[config.mk]
export PLATFORM = sky130hd
export DESIGN_NAME = dpram_fifo_ctrl
export DESIGN_NICKNAME = d
export VERILOG_FILES = /design/src/rtl/dpram_fifo_ctrl.sv
export SDC_FILE = /design/constraint.sdc
export NUM_CORES = 1
export LEC_CHECK = 0
export BUFFER_PORTS_ARGS = -buffer_cell sky130_fd_sc_hd__buf_2
export CAP_MARGIN = 30
export CORE_UTILIZATION = 39
export DETAILED_ROUTE_END_ITERATION = 7
export PLACE_DENSITY = 0.81
export SYNTH_ARGS = -nofsm -noshare
export SYNTH_HDL_FRONTEND = slang
export SYNTH_SLANG_ARGS = --single-unit
[constraint.sdc]
create_clock -name clk -period 3 [get_ports clk]
set_input_delay 0.3 -clock clk [delete_from_list [all_inputs] [get_ports clk]]
set_output_delay 0.3 -clock clk [all_outputs]
set_load 0.005 [all_outputs]
[src/rtl/dpram_fifo_ctrl.sv]
// Single-clock FIFO controller driving one generic dual-port RAM as a 2^aw-entry circular buffer.
// Define DPRAM_FIFO_CTRL_ERR_EN to add sticky overflow/underflow flags with an err_clr input.
module dpram_fifo_ctrl #(
    parameter int aw = 5,
    parameter int dw = 16
) (
    input  logic          clk,
    input  logic          rst,
    input  logic          push,
    input  logic [dw-1:0] push_data,
    output logic          full,
    input  logic          pop,
    output logic [dw-1:0] pop_data,
    output logic          pop_valid,
    output logic          empty,
    output logic [aw:0]   count,
    output logic          ram_rce,
    output logic          ram_oe,
    output logic [aw-1:0] ram_raddr,
    output logic          ram_wce,
    output logic          ram_we,
    output logic [aw-1:0] ram_waddr,
    output logic [dw-1:0] ram_di,
    input  logic [dw-1:0] ram_do
`ifdef DPRAM_FIFO_CTRL_ERR_EN
    ,
    input  logic          err_clr,
    output logic          ovf,
    output logic          udf
`endif
);

    localparam logic [aw:0] depth   = {1'b1, {aw{1'b0}}};
    localparam logic [aw:0] count_1 = {{aw{1'b0}}, 1'b1};

    logic [aw-1:0] wptr;
    logic [aw-1:0] rptr;
    logic          rd_pending;
    logic          push_acc;
    logic          pop_acc;

    assign empty    = (count == '0);
    assign full     = (count == depth);
    assign push_acc = push & ~full;
    assign pop_acc  = pop & ~empty;

    // The RAM flags collisions from we alone, so we must only follow an accepted push.
    assign ram_wce   = push_acc;
    assign ram_we    = push_acc;
    assign ram_waddr = wptr;
    assign ram_di    = push_data;

    // rce stays high in the cycle after the pop so the RAM keeps driving ram_do.
    assign ram_raddr = rptr;
    assign ram_rce   = pop_acc | rd_pending;
    assign ram_oe    = rd_pending;
    assign pop_valid = rd_pending;
    assign pop_data  = ram_do;

    // NOTE: sequential state uses non-blocking assignments so every register samples pre-edge values.
    always_ff @(posedge clk) begin
        if (rst) begin
            wptr       <= '0;
            rptr       <= '0;
            count      <= '0;
            rd_pending <= 1'b0;
        end else begin
            wptr       <= wptr + aw'(push_acc);
            rptr       <= rptr + aw'(pop_acc);
            rd_pending <= pop_acc;
            case ({push_acc, pop_acc})
                2'b10:   count <= count + count_1;
                2'b01:   count <= count - count_1;
                default: count <= count;
            endcase
        end
    end

`ifdef DPRAM_FIFO_CTRL_ERR_EN
    // Sticky error flags; a new error in the same cycle as err_clr keeps the flag set.
    always_ff @(posedge clk) begin
        if (rst) begin
            ovf <= 1'b0;
            udf <= 1'b0;
        end else begin
            if (push & full)
                ovf <= 1'b1;
            else if (err_clr)
                ovf <= 1'b0;
            if (pop & empty)
                udf <= 1'b1;
            else if (err_clr)
                udf <= 1'b0;
        end
    end
`else
    // Requests while full or empty are dropped without any record.
`endif

endmodule

==> flow_summary.json <==
{
  "outcome": "completed",
  "synth_area_mm2": 0.00115,
  "synthMuxAreaShare_pct": 0,
  "area_growth_pct": -6.33,
  "r2r-start": "count[0]",
  "grt_max_degree": 22,
  "r2r-end": "count[4]",
  "yosysSeqAreaShare_pct": 29.7,
  "synth_top_family_by_area": "buffers and inverters",
  "initial_core_util_pct": 41.2,
  "die_h_um": 56.2,
  "cts_sinks": 17,
  "netlist_instances": 136,
  "clock_tree.root_cell": "clkbuf_4",
  "wl_per_cell_um": 12.0,
  "slew_headroom_pct": 69.1,
  "cp.required_ns": 3.20,
  "cts_tree": "yes",
  "utilization_pct": 38.6,
  "port-buffer-count": 26,
  "synth.most_common_cell": "buf_4",
  "nNetsFinal": 176,
  "cap_violations": 0,
  "crit_path_max_incr_delay_ns": 0.42,
  "synthTopCellsByArea": "dfxtp_1 (30%), buf_4 (22%), ha_1 (9.8%)",
  "synthAdderAreaFrac_pct": 11.6,
  "path_cells": "nor3_1, nand3_1, nand2_1, ha_1, inv_1, fa_1, nand2b_1, a21oi_1, nor4b_1, a211o_1",
  "pin_count": 91,
  "synth_edf_count": 0,
  "dp.cells": 156,
  "fin_area_mm2": 0.00107,
  "tns_ns": 0,
  "core-area_mm2": 0.00278,
  "crit_arrival_ns": 2.75,
  "holdWs_ns": 0.273,
  "yosysTopAreaCell": "dfxtp_1",
  "clk_pin_slew_ns": 0.10,
  "peakVddDrop_mv": 0.404,
  "finalPower_mw": 0.858,
  "crit_fanout": 7,
  "p_leak_nw": 0.542,
  "dp_slack_ns": 0.487,
  "hold_buffers": 0,
  "hpwlAfterDp_mm": 1.42,
  "worst_clock_skew_ns": 0.00133,
  "slowest_stage": "fa_1",
  "grt_overflow_total": 0,
  "dieArea_mm2": 0.00316,
  "hold_violations": 0,
  "postCtsResizedCells": 0,
  "postRouteAntennaNets": 0,
  "reg2regPathDepth": 10,
  "r2r_slack_ns": 0.44,
  "clock_path_buffers": 2,
  "htreeDepth": 1,
  "grt_pass1_vias": 673,
  "antenna_found_initial": 0,
  "finalCritPeriodShare_pct": 85.3,
  "drive_gt1_share_pct": 25.6,
  "slew_violations": 0,
  "synth_nets": 182,
  "synth_common_cells": "buf_4 (34), nor2_1 (21), dfxtp_1 (17), ha_1 (9), inv_1 (7)",
  "diodes": 0,
  "final.min_clock_period_ns": 2.56,
  "grt_pass1_wl_mm": 3.04,
  "drt_wl_total_mm": 1.92,
  "cp-startpoint": "count[0]",
  "hold_depth": 3,
  "cts-buffers-inserted": 3,
  "post-cts-setup-buffers": 0,
  "worstSetupPathType": "register to register",
  "grt.total_usage_pct": 12.2,
  "rsz0062_at_grt": "false",
  "synthSimpleGateAreaFrac_pct": 18.0,
  "synth_top_area_share_pct": 29.7,
  "drt_iter0_drc": 31,
  "setup_violations": 0,
  "dpl_cell_area_mm2": 0.00105,
  "syn_avg_cell_area_um2": 8.43,
  "crit_path_end": "count[4]",
  "rows": 19,
  "stdcell_count": 160,
  "synth-main-ff-cell": "dfxtp_1",
  "yosysWarningCount": 0,
  "drt-pass1-iter-count": 4,
  "worstHoldPathType": "input pin to register",
  "clk_latency_ns": 0.29,
  "drc": 0,
  "worstSetupStartpointType": "register",
  "tightest_slew_ns": 0.463,
  "critPathCaptureType": "register",
  "synth_xor_area_share_pct": 6.88,
  "powerDensity_mw_per_mm2": 799,
  "synth_compound_area_share_pct": 8.08,
  "synth_cell_types": 25,
  "synth-async-reset-ratio_pct": 0,
  "clock.fmax_mhz": 391,
  "ys_ff_latch": 17,
  "die_w_um": 56.2,
  "vias": 807,
  "worst_slack_ns": 0.442,
  "vias_per_cell": 5.04,
  "gp_congestion": 0.807
}
[worst min path at each step]
| stage | start | endpoint | slack (ns) |
|---|---|---|---|
| floorplan | pop | pop_valid | 0.48 |
| global placement | ram_raddr[4] | ram_raddr[4] | 0.49 |
| detailed placement | ram_waddr[4] | ram_waddr[4] | 0.50 |
| CTS | pop | pop_valid | 0.27 |
| global route | pop | pop_valid | 0.28 |
| finish | pop | pop_valid | 0.27 |
[cell type report]
cell class	instances	area, um2
clock buffer	3	22.5
clock inverter	1	5.00
fill	284	1710
inverter	7	26.3
multi-input combinational	75	510
sequential	17	340
tap	31	38.8
timing repair buffer	26	130
[layout by cell type, fill, tap and decap left out, types with 4 or more instances in the layout]
| cell | synthesis | routed |
|---|---|---|
| buf_2 | 2 | 26 |
| nor2_1 | 21 | 21 |
| dfxtp_1 | 17 | 17 |
| ha_1 | 9 | 9 |
| inv_1 | 7 | 7 |
| nand2_1 | 6 | 6 |
| xor2_1 | 6 | 6 |
| nand3_1 | 5 | 5 |
| nor2b_1 | 4 | 4 |
| a21oi_1 | 4 | 4 |
[kinds of logic after synthesis]
group | count (synthesis)
adders and majority gates | 10
buffers and inverters | 44
DFF | 17
xor gates and xnor gates | 9
and+or+nand+nor | 44
AOI/OAI and AO/OA | 12
[registers in the layout, summed over array words and instances, names as in the netlist]
signal	count
ram_raddr	5
ram_waddr	5
pop_valid	1
count	6
[where the power goes]
| group | internal (mW) | switching [mW] |
|---|---|---|
| Clock | 0.0496 | 0.0769 |
| Combinational | 0.189 | 0.229 |
| Sequential | 0.271 | 0.0427 |
| Total | 0.509 | 0.349 |
[critical path, delay by kind of cell (launching register included)]
kind | cells | cell delay [ns]
flip-flops | 1 | 0.36
adder cells (fa/ha/maj) | 2 | 0.75
AND/OR/NAND/NOR | 5 | 0.78
AO/OA/AOI/OAI | 2 | 0.45
buffers and inverters | 1 | 0.11
[per-layer routing]
metal	up-vias	global-route usage [%]	share of wire, %
met4	0	6.62	2.9
met2	41	17.5	42
met3	14	5.58	10
li1	395	-	-
met1	357	15.2	45
met5	-	0	0
Power figures use the tool's default switching activity.
